<file path="src/rtl/ex_mem_stage_pkg.sv">
// Shared constants and types for the EX/MEM pipeline register: control-bit and flag
// positions, payload field widths and the slot-occupancy state encoding.
package ex_mem_stage_pkg;

    localparam int CTRL_W    = 4;
    localparam int FLAG_W    = 4;

    localparam int CTRL_HALT = 3;
    localparam int CTRL_RW   = 2;
    localparam int CTRL_MR   = 1;
    localparam int CTRL_MW   = 0;

    localparam int FLAG_SF   = 3;
    localparam int FLAG_ZF   = 2;
    localparam int FLAG_OF   = 1;
    localparam int FLAG_CF   = 0;

    // Encoded as {skid_valid, main_valid} so the valid bits fall straight out of the state.
    typedef enum logic [1:0] {
        ST_EMPTY = 2'b00,
        ST_ONE   = 2'b01,
        ST_FULL  = 2'b11
    } slot_state_e;

    function automatic int payload_width(input int data_w, input int reg_w);
        return 2 * data_w + reg_w + CTRL_W + FLAG_W;
    endfunction

endpackage

</file>
<file path="src/rtl/ex_mem_stage_pipe_slot.sv">
// pipe_slot: load-enabled payload register with asynchronous active-low reset,
// used for both the main and skid slots of ex_mem_stage.
module pipe_slot
    import ex_mem_stage_pkg::*;
#(
    parameter int W = 8
) (
    input  logic         clk,
    input  logic         rst_n,
    input  logic         load,
    input  logic [W-1:0] d,
    output logic [W-1:0] q
);

    always_ff @(posedge clk or negedge rst_n) begin
        if (!rst_n) begin
            q <= '0;
        end else if (load) begin
            q <= d;
        end
    end

endmodule

</file>
<file path="src/rtl/ex_mem_stage.sv">
// EX/MEM pipeline register with a 2-entry skid buffer (main + skid slot) and a
// registered ex_ready. Optional operand bypass to execute is enabled by EX_MEM_FWD_EN.
module ex_mem_stage
    import ex_mem_stage_pkg::*;
#(
    parameter int DATA_W = 16,
    parameter int REG_W  = 3
) (
    input  logic              clk,
    input  logic              rst_n,
    input  logic              ex_valid,
    output logic              ex_ready,
    input  logic [DATA_W-1:0] ex_result,
    input  logic [3:0]        ex_flags,
    input  logic [DATA_W-1:0] ex_st_data,
    input  logic [REG_W-1:0]  ex_rd,
    input  logic [3:0]        ex_ctrl,
    input  logic              flush,
    output logic              mem_valid,
    input  logic              mem_ready,
    output logic [DATA_W-1:0] mem_result,
    output logic [3:0]        mem_flags,
    output logic [DATA_W-1:0] mem_st_data,
    output logic [REG_W-1:0]  mem_rd,
    output logic [3:0]        mem_ctrl,
    output logic              fwd_valid,
    output logic [REG_W-1:0]  fwd_rd,
    output logic [DATA_W-1:0] fwd_data
);

    localparam int PW = payload_width(DATA_W, REG_W);

    slot_state_e     state, state_nxt;
    logic            main_valid, skid_valid;
    logic            accept, drain;
    logic            main_load, skid_load, main_from_skid;
    logic [PW-1:0]   ex_payload, main_d, main_q, skid_q;

    assign main_valid = state[0];
    assign skid_valid = state[1];

    // ex_ready comes only from the state register, so no combinational path from mem_ready.
    assign ex_ready  = !skid_valid;
    assign mem_valid = main_valid;

    assign accept = ex_valid && ex_ready;
    assign drain  = main_valid && mem_ready;

    always_ff @(posedge clk or negedge rst_n) begin
        if (!rst_n) begin
            state <= ST_EMPTY;
        end else begin
            state <= state_nxt;
        end
    end

    always_comb begin
        state_nxt      = state;
        main_load      = 1'b0;
        skid_load      = 1'b0;
        main_from_skid = 1'b0;
        if (flush) begin
            state_nxt = ST_EMPTY;
        end else begin
            case (state)
                ST_EMPTY: begin
                    if (accept) begin
                        state_nxt = ST_ONE;
                        main_load = 1'b1;
                    end
                end
                ST_ONE: begin
                    if (accept && drain) begin
                        main_load = 1'b1;
                    end else if (accept) begin
                        state_nxt = ST_FULL;
                        skid_load = 1'b1;
                    end else if (drain) begin
                        state_nxt = ST_EMPTY;
                    end
                end
                ST_FULL: begin
                    if (drain) begin
                        state_nxt      = ST_ONE;
                        main_load      = 1'b1;
                        main_from_skid = 1'b1;
                    end
                end
                default: state_nxt = ST_EMPTY;
            endcase
        end
    end

    assign ex_payload = {ex_result, ex_flags, ex_st_data, ex_rd, ex_ctrl};
    assign main_d     = main_from_skid ? skid_q : ex_payload;

    pipe_slot #(.W(PW)) u_main (
        .clk   (clk),
        .rst_n (rst_n),
        .load  (main_load),
        .d     (main_d),
        .q     (main_q)
    );

    pipe_slot #(.W(PW)) u_skid (
        .clk   (clk),
        .rst_n (rst_n),
        .load  (skid_load),
        .d     (ex_payload),
        .q     (skid_q)
    );

    assign {mem_result, mem_flags, mem_st_data, mem_rd, mem_ctrl} = main_q;

`ifdef EX_MEM_FWD_EN
    // Loads are excluded: their value is not known until the memory stage completes.
    assign fwd_valid = main_valid && mem_ctrl[CTRL_RW] && !mem_ctrl[CTRL_MR];
    assign fwd_rd    = mem_rd;
    assign fwd_data  = mem_result;
`else
    assign fwd_valid = 1'b0;
    assign fwd_rd    = '0;
    assign fwd_data  = '0;
`endif

endmodule

</file>
<file path="config.mk">
export PLATFORM = sky130hd
export DESIGN_NAME = ex_mem_stage
export DESIGN_NICKNAME = d
export VERILOG_FILES = /design/src/rtl/ex_mem_stage_pkg.sv /design/src/rtl/ex_mem_stage_pipe_slot.sv /design/src/rtl/ex_mem_stage.sv
export SDC_FILE = /design/constraint.sdc
export NUM_CORES = 1
export LEC_CHECK = 0
export BUFFER_PORTS_ARGS = -buffer_cell sky130_fd_sc_hd__buf_2
export CAP_MARGIN = 10
export CORE_MARGIN = 4
export CORE_UTILIZATION = 41
export CTS_CLUSTER_DIAMETER = 60
export DETAILED_ROUTE_END_ITERATION = 6
export HOLD_SLACK_MARGIN = 0.08
export PLACE_DENSITY = 0.64
export SETUP_SLACK_MARGIN = 0.05
export SLEW_MARGIN = 20
export SYNTH_ARGS = -nofsm -noshare
export SYNTH_HDL_FRONTEND = slang
export SYNTH_SLANG_ARGS = --single-unit
</file>
<file path="constraint.sdc">
create_clock -name clk -period 4.4 [get_ports clk]
set_clock_uncertainty 0.2 [all_clocks]
set_input_delay 0.22 -clock clk [delete_from_list [all_inputs] [get_ports clk]]
set_output_delay 0.22 -clock clk [all_outputs]
set_load 0.03 [all_outputs]
</file>
==> results.sh <==
export IMPL_rsz0062_at_grt="false"
export IMPL_grt_pass1_wl_um=13190
export IMPL_clk_pin_slew_ps=80
export IMPL_async_flop_share=1.000
export IMPL_powerDensity_nw_per_um2=615.8
export IMPL_critPathRequiredTime_ps=4440
export IMPL_clk_latency_ps=360
export IMPL_final_nets=466
export IMPL_portBuffers=92
export IMPL_yosysTopAreaCellShare=0.5170
export IMPL_wl_met1_um=3409
export IMPL_chipWidth_um=109.9
export IMPL_htreeDepth=3
export IMPL_met3_length_um=420
export IMPL_finalHoldViolCount=0
export IMPL_yosys_warnings=0
export IMPL_yosysSeqAreaShare=0.5170
export IMPL_avgSynthCellArea_sq_um=15.38
export IMPL_cts_setup_buffers=0
export IMPL_setup_worst_path_class="reg2reg"
export IMPL_p_leak_nw=2.644
export IMPL_mostFrequentLayoutCell="buf_2"
export IMPL_post_drt_wl_per_cell_um=14.87
export IMPL_syn2layout_area_growth_pct=26.26
export IMPL_synth_area_sq_um=4259
export IMPL_remaining_drc_errors=0
export IMPL_met2_length_um=4272
export IMPL_synth_top_area_cell="dfrtp_1"
export IMPL_final_core_util=0.5402
export IMPL_die_h_um=109.9
export IMPL_cts_buffers=9
export IMPL_gp_congestion=0.7551
export IMPL_grt_max_degree=50
export IMPL_synth_seq_cells=88
export IMPL_tns_ps=0
export IMPL_final_cell_mix="buf_2, mux2_2, dfrtp_1, dlygate4sd3_1, mux2_4"
export IMPL_antenna_cells=0
export IMPL_yosys_most_used_dff="dfrtp_1"
export IMPL_layout_min_cycle_time_ps=2890
export IMPL_synthTopCellsByArea="dfrtp_1, mux2_2, mux2_4, buf_4, buf_8"
export IMPL_first_pass_iters=4
export IMPL_endpoint_kind="flop"
export IMPL_topRoutingLayerUsed="met4"
export IMPL_hpwlAfterDp_um=5407
export IMPL_ys_types=26
export IMPL_drive_gt1_frac=0.5851
export IMPL_num_vias=2542
export IMPL_num_rows=36
export IMPL_antenna_found_initial=0
export IMPL_max_freq_mhz=346.0
export IMPL_postRouteAntennaNets=0
export IMPL_globalRouteOverflowTotal=0
export IMPL_core_area_sq_um=9955
export IMPL_cp_start_kind="flop"
export IMPL_grt_use_total=0.1450
export IMPL_setup_viol_count_final=0
export IMPL_p_total_mw=3.312
export IMPL_synth_edf_count=0
export IMPL_hp_class="in2reg"
export IMPL_routed_via_density=4.622
export IMPL_max_slew_worst_pin_slew_ps=923.3
export IMPL_drtIter0Drc=53
export IMPL_wl_um=8179
export IMPL_initial_core_util=0.4279
export IMPL_grt_pass1_vias=2691
export IMPL_max_vdd_ir_drop_mv=0.2516
export IMPL_critPathMaxFanout=28
export IMPL_final_max_slew_viol_count=0
export IMPL_cts_root_buf="clkbuf_8"
export IMPL_cts_sinks=88
export IMPL_max_slew_margin=0.3844
export IMPL_io_pin_count=113
export IMPL_maxCapViolations=0
export IMPL_cts_tree="yes"
export IMPL_arrival_ps=2930
export IMPL_cts_buffer_depth=2
export IMPL_dieArea_sq_um=12080
export IMPL_netlist_instances=277
export IMPL_min_period_over_period=0.6569
export IMPL_status="completed"
[what timing repair did]
item	in CTS	in global routing
gates resized for setup	0	0
hold endpoints to repair	127	0
hold buffers	45	0
[synthesized netlist by cell type (all sizes together) (2+ instances only)]
cell type	number
ha	4
nand2	3
mux2	130
nor2	2
buf	33
dfrtp	88
inv	3
[through the flow]
step | area (sq um) | hold WS [ps] | setup WS (ps) | cells
2_1_floorplan | 4330 | -275.6 | 2090 | 296
3_5_place_dp | 4733 | 31.92 | 1465 | 491
5_1_grt | 5378 | 140.1 | 1375 | 550
6_report | 5378 | 129.3 | 1510 | 550
4_1_cts | 5378 | 120.9 | 1482 | 550
3_3_place_gp | 4733 | 29.54 | 1526 | 491
[flip-flops by register name, summed over array words and instances, names as in the netlist]
name and count:
state 2, u_main.q 43, u_skid.q 43
[per-layer routing]
metal,vias up,GRT usage
met1,1277,0.1746
met5,-,0
met2,58,0.2465
met4,0,0.05877
met3,4,0.03699
li1,1203,-
[final timing paths]
kind	slack [ps]	endpoint	cells past startpoint	from
setup / recovery	1510	u_main.q[22]	6	state[0]
hold / removal	130	state[1]	4	ex_valid
setup reg to reg	1510	u_main.q[22]	6	state[0]
hold reg to reg	300	u_main.q[41]	1	u_main.q[41]
max in group asynchronous	2780	u_main.q[29]	3	rst_n
min in group asynchronous	180	u_main.q[27]	2	rst_n
[worst max-delay path, cell delays in order, from the launching register on]
cell,delay (ps)
dfrtp_1,440
ha_1,230
inv_1,80
or3_2,730
buf_4,440
mux2_2,380
mux2_2,260
[final cells by class]
class / instances / area, sq um
Fill cell: 870 / 4577
Sequential cell: 88 / 2202
Multi-Input combinational cell: 171 / 1861
Timing Repair Buffer: 141 / 943.4
Tap cell: 133 / 166.4
Clock buffer: 11 / 151.4
Clock inverter: 3 / 42.54
Inverter: 3 / 11.26
[cell families after synthesis]
logic type,count (synthesis),share of synthesized area
buf+inv,37,0.06492
mux,131,0.3813
compound gates,5,0.009108
flops,88,0.5170
fa+ha+maj,4,0.01175
other cells,1,0.0008805
simple gates,11,0.01499
[where the power goes]
part / switching [mW] / internal [mW]
Sequential: 0.199 / 1.21
Clock: 0.274 / 0.286
Combinational: 0.753 / 0.586
Total: 1.23 / 2.09
Power figures use the tool's default switching activity.
